<file path="src/rtl/csr_trap_unit.sv">
// csr_trap_unit: machine-mode CSR file and trap generator at the MEM/WB boundary.
// Drives the trap code plus mepc/mtvec to the pipeline controller and commits
// trap/mret state on the redirect edge.
// Optional feature macro: CSR_MCYCLE_EN adds the 64-bit mcycle/mcycleh counter.
module csr_trap_unit #(
  parameter logic [31:0] RESET_MTVEC = 32'h0000_0000
) (
  input  logic        clk,
  input  logic        rst,
  input  logic        mem_valid_i,
  input  logic [31:0] mem_pc_i,
  input  logic        ecall_i,
  input  logic        illegal_i,
  input  logic        mret_i,
  input  logic        timer_irq_i,
  input  logic        ext_irq_i,
  input  logic        csr_we_i,
  input  logic [11:0] csr_waddr_i,
  input  logic [31:0] csr_wdata_i,
  input  logic [11:0] csr_raddr_i,
  output logic [31:0] csr_rdata_o,
  output logic [31:0] excepttype_o,
  output logic [31:0] csr_mepc_o,
  output logic [31:0] csr_mtvec_o
);

  localparam logic [11:0] A_MSTATUS  = 12'h300;
  localparam logic [11:0] A_MIE      = 12'h304;
  localparam logic [11:0] A_MTVEC    = 12'h305;
  localparam logic [11:0] A_MSCRATCH = 12'h340;
  localparam logic [11:0] A_MEPC     = 12'h341;
  localparam logic [11:0] A_MCAUSE   = 12'h342;
  localparam logic [11:0] A_MIP      = 12'h344;
  localparam logic [11:0] A_MCYCLE   = 12'hB00;
  localparam logic [11:0] A_MCYCLEH  = 12'hB80;

  localparam logic [31:0] EXC_IRQ   = 32'h1;
  localparam logic [31:0] EXC_ECALL = 32'h8;
  localparam logic [31:0] EXC_ILL   = 32'ha;
  localparam logic [31:0] EXC_MRET  = 32'he;

  // Bits a CSR write may change; zero for read-only and unmapped addresses.
  function automatic logic [31:0] wmask(input logic [11:0] a);
    case (a)
      A_MSTATUS:  wmask = 32'h0000_0088;
      A_MIE:      wmask = 32'h0000_0880;
      A_MTVEC:    wmask = 32'hFFFF_FFFF;
      A_MSCRATCH: wmask = 32'hFFFF_FFFF;
      A_MEPC:     wmask = 32'hFFFF_FFFC;
      A_MCAUSE:   wmask = 32'hFFFF_FFFF;
`ifdef CSR_MCYCLE_EN
      A_MCYCLE:   wmask = 32'hFFFF_FFFF;
      A_MCYCLEH:  wmask = 32'hFFFF_FFFF;
`endif
      default:    wmask = 32'h0;
    endcase
  endfunction

  // Only addresses that actually hold writable state take part in forwarding.
  function automatic logic writable(input logic [11:0] a);
    writable = (wmask(a) != 32'h0);
  endfunction

  logic        mst_mie_q, mst_mie_d;
  logic        mst_mpie_q, mst_mpie_d;
  logic        mtie_q, mtie_d;
  logic        meie_q, meie_d;
  logic [31:0] mtvec_q, mtvec_d;
  logic [31:0] mscratch_q, mscratch_d;
  logic [31:0] mepc_q, mepc_d;
  logic [31:0] mcause_q, mcause_d;
  logic [1:0]  tsync_q, esync_q;
`ifdef CSR_MCYCLE_EN
  logic [63:0] mcycle_q, mcycle_d;
  logic        cyc_wr;
`endif

  logic mtip, meip, irq, ext_pend;
  logic [31:0] rd_raw;

  assign mtip     = tsync_q[1];
  assign meip     = esync_q[1];
  assign ext_pend = meip & meie_q;
  assign irq      = mst_mie_q & (ext_pend | (mtip & mtie_q));

  assign csr_mepc_o  = (csr_we_i && csr_waddr_i == A_MEPC)  ? (csr_wdata_i & 32'hFFFF_FFFC) : mepc_q;
  assign csr_mtvec_o = (csr_we_i && csr_waddr_i == A_MTVEC) ? csr_wdata_i : mtvec_q;

  // Prioritized trap code for the MEM-stage instruction.
  always_comb begin
    excepttype_o = 32'h0;
    if (mem_valid_i) begin
      if (irq)            excepttype_o = EXC_IRQ;
      else if (illegal_i) excepttype_o = EXC_ILL;
      else if (ecall_i)   excepttype_o = EXC_ECALL;
      else if (mret_i)    excepttype_o = EXC_MRET;
    end
  end

  // CSR read mux with same-cycle write forwarding.
  always_comb begin
    rd_raw = 32'h0;
    case (csr_raddr_i)
      A_MSTATUS:  rd_raw = {24'b0, mst_mpie_q, 3'b0, mst_mie_q, 3'b0};
      A_MIE:      rd_raw = {20'b0, meie_q, 3'b0, mtie_q, 7'b0};
      A_MTVEC:    rd_raw = mtvec_q;
      A_MSCRATCH: rd_raw = mscratch_q;
      A_MEPC:     rd_raw = mepc_q;
      A_MCAUSE:   rd_raw = mcause_q;
      A_MIP:      rd_raw = {20'b0, meip, 3'b0, mtip, 7'b0};
`ifdef CSR_MCYCLE_EN
      A_MCYCLE:   rd_raw = mcycle_q[31:0];
      A_MCYCLEH:  rd_raw = mcycle_q[63:32];
`endif
      default:    rd_raw = 32'h0;
    endcase
    csr_rdata_o = rd_raw;
    if (csr_we_i && csr_waddr_i == csr_raddr_i && writable(csr_waddr_i))
      csr_rdata_o = csr_wdata_i & wmask(csr_waddr_i);
  end

  // Next state: CSR write first, then trap/mret overrides the fields it owns.
  always_comb begin
    mst_mie_d  = mst_mie_q;
    mst_mpie_d = mst_mpie_q;
    mtie_d     = mtie_q;
    meie_d     = meie_q;
    mtvec_d    = mtvec_q;
    mscratch_d = mscratch_q;
    mepc_d     = mepc_q;
    mcause_d   = mcause_q;
`ifdef CSR_MCYCLE_EN
    mcycle_d   = mcycle_q;
    cyc_wr     = 1'b0;
`endif
    if (csr_we_i) begin
      case (csr_waddr_i)
        A_MSTATUS: begin
          mst_mie_d  = csr_wdata_i[3];
          mst_mpie_d = csr_wdata_i[7];
        end
        A_MIE: begin
          mtie_d = csr_wdata_i[7];
          meie_d = csr_wdata_i[11];
        end
        A_MTVEC:    mtvec_d    = csr_wdata_i;
        A_MSCRATCH: mscratch_d = csr_wdata_i;
        A_MEPC:     mepc_d     = csr_wdata_i & 32'hFFFF_FFFC;
        A_MCAUSE:   mcause_d   = csr_wdata_i;
`ifdef CSR_MCYCLE_EN
        A_MCYCLE: begin
          mcycle_d[31:0] = csr_wdata_i;
          cyc_wr         = 1'b1;
        end
        A_MCYCLEH: begin
          mcycle_d[63:32] = csr_wdata_i;
          cyc_wr          = 1'b1;
        end
`endif
        default: ;
      endcase
    end
`ifdef CSR_MCYCLE_EN
    if (!cyc_wr) mcycle_d = mcycle_q + 64'd1;
`endif
    case (excepttype_o)
      EXC_IRQ, EXC_ILL, EXC_ECALL: begin
        mepc_d     = mem_pc_i & 32'hFFFF_FFFC;
        mst_mpie_d = mst_mie_q;
        mst_mie_d  = 1'b0;
        if (excepttype_o == EXC_IRQ)
          mcause_d = ext_pend ? 32'h8000_000b : 32'h8000_0007;
        else if (excepttype_o == EXC_ILL)
          mcause_d = 32'd2;
        else
          mcause_d = 32'd11;
      end
      EXC_MRET: begin
        mst_mie_d  = mst_mpie_q;
        mst_mpie_d = 1'b1;
      end
      default: ;
    endcase
  end

  // State registers and interrupt synchronizers; reset overrides any commit.
  always_ff @(posedge clk) begin
    if (rst) begin
      mst_mie_q  <= 1'b0;
      mst_mpie_q <= 1'b0;
      mtie_q     <= 1'b0;
      meie_q     <= 1'b0;
      mtvec_q    <= RESET_MTVEC;
      mscratch_q <= 32'h0;
      mepc_q     <= 32'h0;
      mcause_q   <= 32'h0;
      tsync_q    <= 2'b00;
      esync_q    <= 2'b00;
`ifdef CSR_MCYCLE_EN
      mcycle_q   <= 64'h0;
`endif
    end else begin
      mst_mie_q  <= mst_mie_d;
      mst_mpie_q <= mst_mpie_d;
      mtie_q     <= mtie_d;
      meie_q     <= meie_d;
      mtvec_q    <= mtvec_d;
      mscratch_q <= mscratch_d;
      mepc_q     <= mepc_d;
      mcause_q   <= mcause_d;
      tsync_q    <= {tsync_q[0], timer_irq_i};
      esync_q    <= {esync_q[0], ext_irq_i};
`ifdef CSR_MCYCLE_EN
      mcycle_q   <= mcycle_d;
`endif
    end
  end

endmodule

</file>
<file path="config.mk">
export PLATFORM = sky130hd
export DESIGN_NAME = csr_trap_unit
export DESIGN_NICKNAME = d
export VERILOG_FILES = /design/src/rtl/csr_trap_unit.sv
export SDC_FILE = /design/constraint.sdc
export NUM_CORES = 1
export LEC_CHECK = 0
export CAP_MARGIN = 25
export CORE_MARGIN = 3
export CORE_UTILIZATION = 34
export DETAILED_ROUTE_END_ITERATION = 16
export GPL_TIMING_DRIVEN = 0
export PLACE_DENSITY = 0.67
export SLEW_MARGIN = 10
export SYNTH_ARGS = -nofsm -noshare
export SYNTH_HDL_FRONTEND = slang
export SYNTH_SLANG_ARGS = --single-unit
</file>
<file path="constraint.sdc">
create_clock -name clk -period 6.15 [get_ports clk]
set_clock_uncertainty 0.05 [all_clocks]
set_input_delay 0.9225 -clock clk [delete_from_list [all_inputs] [get_ports clk]]
set_output_delay 0.9225 -clock clk [all_outputs]
set_load 0.03 [all_outputs]
</file>
==> metrics.cfg, run 1 <==
[run_status]
status = completed

[layout]
drive_gt1_share_pct = 8.840
syn_to_final_growth_pct = 40.25
ff_latch_area_um2 = 2683
layout_commonest_cell = nand2_1
multi_input_area_um2 = 4145
nNetsFinal = 1317
finalNonFillerCells = 1509
num-fill-cells = 2108
fin_util_pct = 48.73
layout_common_cells = nand2_1, clkdlybuf4s50_1, dfxtp_1

[sta]
max_freq_ghz = 0.1873
rsz0062_at_grt = no
setup_violations = 0
relSlewSlack_pct = 32.67
fin_tns_setup_ns = 0
maxSlewViolCount = 0
hold_viol_final = 0
post-route-period-util_pct = 86.81
worstMarginPinSlew_ns = 1.002
min_period_ns = 5.339

[worst_setup_path]
worst-r2r-cell-count = 6
arrival_ns = 4.37
end_kind = output pin
path_class = input pin to output pin
cp_data_required_time_ns = 5.18
critPathLaunch = csr_waddr_i[3]
r2r_slack_ns = 3.68
start_kind = input pin
r2r-start = esync_q[1]$_SDFF_PP0_
cp_max_fo = 10
r2r-end = mepc_q[25]$_SDFFE_PP0P_

[placement]
numPortBuffers = 184
place_congestion = 0.9501
dp.cells = 1476
hpwl_um = 19870

[routing]
drcViolationCount = 0
via_count = 7809
first_pass_iters = 6
drt_iter0_markers = 698
routed_wl_um = 27060
antenna_left = 0
routed_via_density = 5.175
wl_per_cell_um = 17.94

[clock_network]
htreeDepth = 4
cts_hold_buffers = 0
cts.sinks = 134
cts_setup_buffers = 0
cts_buffers = 17
clk_path_buf_depth = 2
clk_pin_slew_ns = 0.06
clock_latency_ns = 0.43
root_buffer = clkbuf_16
cts_resized = 0
cts_tree = yes

[grt]
antenna_found_initial = 1
grt_max_degree = 17
grt_pass1_wl_um = 41900
track_usage_pct = 22.54
first_global_vias = 7558
grt_overflow = 0

[power_and_ir_drop]
power.total_mw = 2.337
p_leak_nw = 3.986
ir_worst_vdd_uv = 167.1
power.density_nw_per_um2 = 227.5

[synth]
synth_edf_count = 0
ys_ff_latch = 134
synthArstFlopShare_pct = 0
yosysWarnings = 0
netlist_instances = 988
ys_seq_area_share_pct = 36.61
synthesis.area_um2 = 7327
ys_types = 56
syn_avg_cell_area_um2 = 7.416
synthFlopType = dfxtp_1

[worst_hold_path]
hold_end = esync_q[1]$_SDFF_PP0_
hold_class = flip-flop to flip-flop
holdPathStages = 1
hold_start = esync_q[0]$_SDFF_PP0_

[floorplan]
die_h_um = 152.8
core_area_um2 = 21090
rows = 53
die-area_um2 = 23350
initial_core_util_pct = 34.75
pin_count = 225
die_w_um = 152.8

[job]
drv_cap = 0

==> kinds of logic (layout without fill, tap and decap cells) <==
kind of cell | after synthesis | in the layout | synth area share, %
compound gates | 215 | 215 | 21.21
xor+xnor | 12 | 12 | 1.434
buf+inv | 114 | 330 | 8.299
flops | 134 | 134 | 36.61
mux | 40 | 40 | 5.481
other cells | 1 | 31 | 0.05118
simple gates | 472 | 472 | 26.91
==> through the flow <==
stage,cell area [um^2],setup slack (ns),hold slack (ns)
2_1_floorplan,7436,2.223,0.3638
3_3_place_gp,9622,0.8929,0.3743
3_5_place_dp,9622,0.8843,0.3739
4_1_cts,10270,0.8761,0.3873
5_1_grt,10280,0.6641,0.4118
6_report,10280,0.8115,0.3825
==> registers in the layout, summed over array words and instances (netlist names) <==
name,cells
mcause_q,32
meie_q,1
tsync_q,2
mtvec_q,32
mst_mie_q,1
mst_mpie_q,1
mtie_q,1
esync_q,2
mepc_q,30
mscratch_q,32
==> worst max path at each step <==
stage                                  to
final                     csr_rdata_o[21]
after global routing      csr_rdata_o[23]
after CTS                 csr_rdata_o[23]
after detailed placement  csr_rdata_o[23]
after global placement    csr_rdata_o[21]
after floorplan           csr_rdata_o[21]
==> synth_stat cells, types with 3 or more instances <==
master,count,area [um^2]
buf_6,6,67.56
inv_1,5,18.77
o21ai_0,14,70.07
and3_1,3,18.77
a221oi_1,9,78.83
nand3_1,3,15.01
buf_4,31,232.7
a21oi_1,97,485.5
a311oi_1,31,271.5
buf_2,7,35.03
nor3_1,7,35.03
dfxtp_1,134,2683
nor2_1,70,262.8
nand2_1,349,1310
mux2i_1,39,390.4
nand4_1,4,25.02
xnor2_1,12,105.1
nor2b_1,7,43.79
nor4_1,3,18.77
a221oi_2,20,300.3
a22oi_1,28,210.2
clkbuf_1,62,232.7
a211oi_1,3,22.52
==> worst max-delay path: stages <==
cell and delay [ns]:
clkdlybuf4s50_1 0.47, nor4_2 0.44, nand3_1 0.12, nor4_1 0.46, nand3_1 0.34, buf_1 0.48
mux2i_1 0.39, clkdlybuf4s50_1 0.74
==> per-layer routing <==
metal / GRT usage, % / vias to the layer above / routed length [um]
met4: 6.958 / 0 / 586
met5: 0 / - / 0
met3: 4.913 / 40 / 2002
met1: 30.42 / 3620 / 12050
met2: 36.16 / 332 / 12420
li1: - / 3817 / -
==> power by group <==
| part | internal (mW) | switching [mW] |
|---|---|---|
| Sequential | 0.888 | 0.0110 |
| Combinational | 0.126 | 0.178 |
| Clock | 0.723 | 0.412 |
==> layout make-up <==
cell class / count / area share, %
tap: 275 / 3.348
sequential: 134 / 26.10
multi-input combinational: 769 / 40.34
clock buffer: 17 / 4.140
timing repair buffer: 184 / 17.92
inverter: 5 / 0.1826
clock inverter: 15 / 2.204
buffer: 109 / 5.735
antenna: 1 / 0.02435
Power figures use the tool's default switching activity.
==> run 2: changes to the inputs <==
--- a/config.mk
+++ b/config.mk
@@ -10,7 +10,8 @@
 export CORE_UTILIZATION = 34
 export DETAILED_ROUTE_END_ITERATION = 16
 export GPL_TIMING_DRIVEN = 0
-export PLACE_DENSITY = 0.67
+export PLACE_DENSITY = 0.59
+export REMOVE_ABC_BUFFERS = 1
 export SLEW_MARGIN = 10
 export SYNTH_ARGS = -nofsm -noshare
 export SYNTH_HDL_FRONTEND = slang
==> run 2 against run 1 <==
Net effect:
- total power is 0.76% higher
- worst setup slack got worse by 0.29 ns
- non-clock buffer count fell by 82
- critical path depth shrank 1
- largest cell class unchanged
==> metrics.cfg, run 2 (same netlist as run 1, synthesis figures left out) <==
[sta]
rsz0062_at_grt = no
maxSlewViolCount = 0  ; unchanged
post-route-period-util_pct = 91.59  ; +4.8 points
hold_viol_final = 0  ; unchanged
relSlewSlack_pct = 25.10  ; -7.6 points
worstMarginPinSlew_ns = 1.115  ; +0.1126 ns
hold_ws_ns = 0.3847  ; +0.002226 ns
max_freq_ghz = 0.1775  ; -5.2%
setup_violations = 0  ; unchanged
min_period_ns = 5.633  ; +0.2941 ns

[power_and_ir_drop]
ir_worst_vdd_uv = 165.4  ; -1.1%
power.density_nw_per_um2 = 231.6  ; +1.8%
p_leak_nw = 3.886  ; -2.5%

[clock_network]
root_buffer = clkbuf_16
cts.sinks = 134  ; unchanged
cts_resized = 0  ; unchanged
clk_pin_slew_ns = 0.06  ; about the same
cts_hold_buffers = 0  ; unchanged
htreeDepth = 4  ; unchanged
cts_buffers = 17  ; unchanged
clock_latency_ns = 0.42  ; about the same
clk_path_buf_depth = 2  ; unchanged
cts_tree = yes
cts_setup_buffers = 0  ; unchanged

[floorplan]
die_h_um = 152.8  ; unchanged
die-area_um2 = 23350  ; unchanged
pin_count = 225  ; unchanged
initial_core_util_pct = 34.75  ; unchanged
rows = 53  ; unchanged
core_area_um2 = 21090  ; unchanged
die_w_um = 152.8  ; unchanged

[grt]
met3_usage_pct = 5.112  ; +0.20 points
grt_pass1_wl_um = 40610  ; -3.1%
antenna_found_initial = 0  ; -1
track_usage_pct = 21.74  ; -0.81 points
grt_max_degree = 59  ; +42
use_met2_pct = 36.10  ; -0.063 points
grt_overflow = 0  ; unchanged
grt_util_met1_pct = 28.71  ; -1.7 points
first_global_vias = 7247  ; -4.1%
busiest_layer = met2

[placement]
hpwl_um = 17480  ; -12%
dp.cells = 1394  ; -5.6%
place_congestion = 0.8510  ; -10%
numPortBuffers = 192  ; +4.3%

[run_status]
status = completed

[layout]
layout_commonest_cell = nand2_1
num-fill-cells = 2098  ; -0.47%
drive_gt1_share_pct = 7.913  ; -0.93 points
finalNonFillerCells = 1425  ; -5.6%
nNetsFinal = 1235  ; -6.2%
syn_to_final_growth_pct = 38.78
n_antenna_cell = 0  ; -1
fin_util_pct = 48.22  ; -0.51 points
reg_top3 = mcause_q: 32 flops, mscratch_q: 32 flops, mtvec_q: 32 flops
layout_common_cells = nand2_1, clkdlybuf4s50_1, dfxtp_1

[worst_setup_path]
cp_max_fo = 32  ; +22
cp_data_required_time_ns = 5.18  ; about the same
critPathLaunch = csr_waddr_i[0]
path_class = input pin to output pin
start_kind = input pin
r2r_slack_ns = 3.76  ; +0.08 ns
r2r-start = esync_q[1]$_SDFF_PP0_
arrival_ns = 4.66  ; +0.29 ns
end_kind = output pin

[worst_hold_path]
hold_start = tsync_q[0]$_SDFF_PP0_
hold_class = flip-flop to flip-flop

[routing]
first_pass_iters = 5  ; -1
wl_per_cell_um = 18.24  ; +1.7%
drcViolationCount = 0  ; unchanged
routed_via_density = 5.233  ; +1.1%
drt_iter0_markers = 474  ; -32%
routed_wl_um = 25990  ; -4.0%
antenna_left = 0  ; unchanged
via_count = 7457  ; -4.5%

[job]
drv_cap = 0  ; unchanged

-- run 2: cell count changes in the layout (fill, tap and decap cells not counted), moves of 2 or more --
cell and change:
clkbuf_1 -61, buf_4 -30, buf_2 -7, clkdlybuf4s50_1 +7
buf_16 +6, buf_8 +4, buf_6 +3, buf_1 -2
nor2b_1 -2, nor2b_4 +2
-- run 2: path summary, 6_finish.rpt --
path,endpoint,depth (start not counted)
worst max-delay path,csr_rdata_o[2],7
worst min-delay path,tsync_q[1]$_SDFF_PP0_,1
worst max register to register,mcause_q[17]$_SDFFE_PP0P_,7
worst min register to register,tsync_q[1]$_SDFF_PP0_,1
-- run 2: final cells by class --
type                            instances  area [um^2]  share of cell area [%]
Multi-Input combinational cell        769         4210                   41.41
Clock buffer                           19        442.9                   4.356
Clock inverter                         12        224.0                   2.203
Inverter                                5        18.77                  0.1846
Timing Repair Buffer                  211         2246                   22.09
Tap cell                              275        344.1                   3.384
Sequential cell                       134         2683                   26.38
-- run 2: critical path, cell delays in order --
cell	delay, ns
clkdlybuf4s50_1	0.84
xnor2_1	0.18
nand4_1	0.15
nor4_1	0.60
nand3_4	0.69
mux2i_1	0.51
clkdlybuf4s50_1	0.74
-- run 2: layer usage --
layer / routed length, um / share of wire [%]
met5: 0 / 0
met4: 328 / 1.3
met3: 1625 / 6.3
met2: 12460 / 48
met1: 11570 / 45
-- run 2: per-stage QoR --
step	power [mW]	worst slack [ns]	setup TNS (ns)	area (um^2)
finish	2.355	0.5174	0	10170
global route	2.433	0.3893	0	10170
CTS	2.376	0.5784	0	10170
detailed placement	1.208	0.5656	0	9502
global placement	1.197	-2.060	-140.26	9112
floorplan	1.041	1.276	0	6847
-- run 2: power breakdown --
part	total (mW)	switching (mW)	internal, mW	leakage (nW)
clock	1.16	0.394	0.770	0.323
combinational	0.292	0.168	0.123	2.47
sequential	0.899	0.0117	0.888	1.09
total	2.36	0.574	1.78	3.89
==> run 3: changes to the inputs <==
--- a/config.mk
+++ b/config.mk
@@ -6,11 +6,13 @@
 export NUM_CORES = 1
 export LEC_CHECK = 0
 export CAP_MARGIN = 25
+export CELL_PAD_IN_SITES_DETAIL_PLACEMENT = 1
+export CELL_PAD_IN_SITES_GLOBAL_PLACEMENT = 2
 export CORE_MARGIN = 3
-export CORE_UTILIZATION = 34
+export CORE_UTILIZATION = 28
 export DETAILED_ROUTE_END_ITERATION = 16
 export GPL_TIMING_DRIVEN = 0
-export PLACE_DENSITY = 0.59
+export PLACE_DENSITY = 0.84
 export REMOVE_ABC_BUFFERS = 1
 export SLEW_MARGIN = 10
 export SYNTH_ARGS = -nofsm -noshare
==> run 3 against run 2 <==
Net effect:
- critical path depth unchanged
- sequential share of layout area shrank 0.065 points
- first-iteration DRC count grew 9.5%
- non-clock buffer count rose by 1
- via count increased by 3.8%
- clock power shrank 5%
- maximum frequency increased by 1.1%
- wire length rose by 12%
- utilization fell by 8.2 points
- count of clock-buffer cells in the layout is the same
- sequential cell count unchanged
==> metrics.cfg, run 3 (same netlist as run 1, synthesis figures left out) <==
[floorplan]
die-area_um2 = 28150  ; +21%
die_w_um = 167.8  ; +9.8%
core_area_um2 = 25470  ; +21%
pin_count = 225  ; unchanged
die_h_um = 167.8  ; +9.8%
rows = 58  ; +9.4%
initial_core_util_pct = 28.77  ; -6.0 points

[layout]
n_antenna_cell = 0  ; unchanged
drive_gt1_share_pct = 8.080  ; +0.17 points
layout_common_cells = nand2_1, clkdlybuf4s50_1, dfxtp_1
final_area_um2 = 10190  ; +0.25%
layout_commonest_cell = nand2_1
nNetsFinal = 1236  ; +0.081%
reg_top3 = mcause_q: 32 flops, mscratch_q: 32 flops, mtvec_q: 32 flops
syn_to_final_growth_pct = 39.12

[power_and_ir_drop]
switching_share_pct = 26.14  ; +1.8 points
pwr-share-comb_pct = 12.9  ; +0.5 points
seqPwrFrac_pct = 39.1  ; +0.9 points
p_clk_share_pct = 48.0  ; -1.4 points
p_int_mw = 1.697  ; -4.7%
power.density_nw_per_um2 = 225.4  ; -2.7%
p_leak_nw = 3.864  ; -0.55%
p_sw_uw = 600.7  ; +4.6%
ir_worst_vdd_uv = 166.4  ; +0.64%

[clock_network]
clk_path_buf_depth = 2  ; unchanged
clock_latency_ns = 0.42  ; about the same
clk_pin_slew_ns = 0.06  ; about the same
root_buffer = clkbuf_16
cts_resized = 0  ; unchanged
htreeDepth = 4  ; unchanged
cts_buffers = 17  ; unchanged
cts_setup_buffers = 0  ; unchanged
cts.sinks = 134  ; unchanged
cts_tree = yes
cts_hold_buffers = 0  ; unchanged

[routing]
wl_per_cell_um = 19.74  ; +8.2%
drcViolationCount = 0  ; unchanged
topRoutingLayerUsed = met4
wl_met1_um = 13380  ; +16%
met2_wirelength_um = 14160  ; +14%
antenna_left = 0  ; unchanged
routed_wl_um = 29240  ; +12%
wl_met3_um = 1386  ; -15%
via_count = 7741  ; +3.8%
drt_iter0_markers = 519  ; +9.5%
routed_via_density = 5.227  ; -0.12%
first_pass_iters = 4  ; -1

[worst_hold_path]
hold_start = tsync_q[0]$_SDFF_PP0_
hold_class = flip-flop to flip-flop
holdPathStages = 1  ; unchanged
hold_end = tsync_q[1]$_SDFF_PP0_

[worst_setup_path]
r2r-start = meie_q$_SDFFE_PP0P_
worst-r2r-cell-count = 5  ; -2
start_kind = input pin
max_stage_delay_ns = 0.83  ; about the same
path_common_cell = clkdlybuf4s50_1
end_kind = output pin
arrival_ns = 4.60  ; -0.06 ns
r2r_slack_ns = 3.66  ; -0.10 ns
cp_data_required_time_ns = 5.18  ; about the same
worstPathCellList = clkdlybuf4s50_1 > nor2b_4 > and4bb_2 > buf_12 > a222oi_1 > mux2i_1 > clkdlybuf4s50_1
critPathBufInv = 3  ; +1
path_class = input pin to output pin
critical_path.top_delay_family = buffers and inverters
r2r-end = mcause_q[16]$_SDFFE_PP0P_
cp_max_fo = 18  ; -44%
cp_slowest_cell = clkdlybuf4s50_1

[placement]
numPortBuffers = 192  ; unchanged
placed_area_um2 = 9574  ; +0.76%
hpwl_um = 19950  ; +14%
place_congestion = 0.7736  ; -9.1%
place_ws_ns = 0.5565  ; -0.009091 ns

[sta]
max_freq_ghz = 0.1795  ; +1.1%
maxSlewViolCount = 0  ; unchanged
relSlewSlack_pct = 34.01  ; +8.9 points
hold_viol_final = 0  ; unchanged
worstMarginPinSlew_ns = 0.9898  ; -0.1251 ns
setup_ws_ns = 0.5805  ; +0.06311 ns
post-route-period-util_pct = 90.56  ; -1.0 points
min_period_ns = 5.570  ; -0.06311 ns
rsz0062_at_grt = no
setup_violations = 0  ; unchanged

[grt]
grt_pass1_wl_um = 45760  ; +13%
grt_max_degree = 67  ; +14%
grt_overflow = 0  ; unchanged
antenna_found_initial = 0  ; unchanged
first_global_vias = 8007  ; +10%
track_usage_pct = 20.38  ; -1.4 points

[run_status]
status = completed

[job]
drv_cap = 0  ; unchanged

## run 3: cell count changes in the layout (fill, tap and decap cells not counted)
cell,change
nand2b_1,-1
bufinv_16,-2
buf_6,+1
clkinv_2,+1
nand2b_2,+1
buf_16,-2
clkinvlp_4,+1
buf_12,+3
buf_8,-1
## run 3: final cells by class
| class | count | area, um^2 |
|---|---|---|
| multi-input combinational | 769 | 4213 |
| timing repair buffer | 212 | 2247 |
| clock inverter | 12 | 176.4 |
| tap | 330 | 412.9 |
| clock buffer | 19 | 442.9 |
| fill | 3036 | 15280 |
| inverter | 5 | 18.77 |
| sequential | 134 | 2683 |
## run 3: worst reg2reg max path, delay by kind of cell, from the launching register on
family	cells	cell delay, ns
AO/OA/AOI/OAI	3	1.25
flip-flops	1	0.34
AND/OR/NAND/NOR	2	0.77
## run 3: power groups by stage
stage | logic, mW | registers (mW) | clock network (mW)
after global routing | 0.318 | 0.901 | 1.15
final | 0.296 | 0.899 | 1.10
after floorplan | 0.127 | 0.914 | 0
after CTS | 0.297 | 0.899 | 1.12
after detailed placement | 0.295 | 0.919 | 0
after global placement | 0.284 | 0.918 | 0
## run 3: worst max-delay path by stage
| stage | start | to | slack, ns | depth (start not counted) |
|---|---|---|---|---|
| final | csr_raddr_i[0] | csr_rdata_o[2] | 0.58 | 7 |
| after detailed placement | csr_raddr_i[0] | csr_rdata_o[2] | 0.56 | 7 |
| after floorplan | csr_raddr_i[0] | csr_rdata_o[14] | 1.28 | 4 |
| after global placement | csr_raddr_i[0] | csr_rdata_o[2] | -2.44 | 6 |
| after CTS | csr_raddr_i[0] | csr_rdata_o[2] | 0.55 | 7 |
| after global routing | csr_waddr_i[0] | csr_rdata_o[10] | 0.39 | 7 |
## run 3: layer usage
layer / global-route usage (%) / vias up
li1: - / 3648
met3: 4.320 / 26
met4: 4.625 / 0
met2: 34.20 / 199
met5: 0 / -
met1: 26.93 / 3868
## run 3: through the flow
stage               setup TNS, ns  power (mW)  hold WS, ns  instances  utilization [%]
detailed placement              0       1.214       0.3784       1450            37.59
finish                          0       2.298       0.3940       1481            40.02
floorplan                       0       1.041       0.3638        908                -
global placement          -169.09       1.202       0.3825       1430            36.04
CTS                             0       2.316       0.3976       1481            40.02
global route                    0       2.374       0.4236       1481            40.02
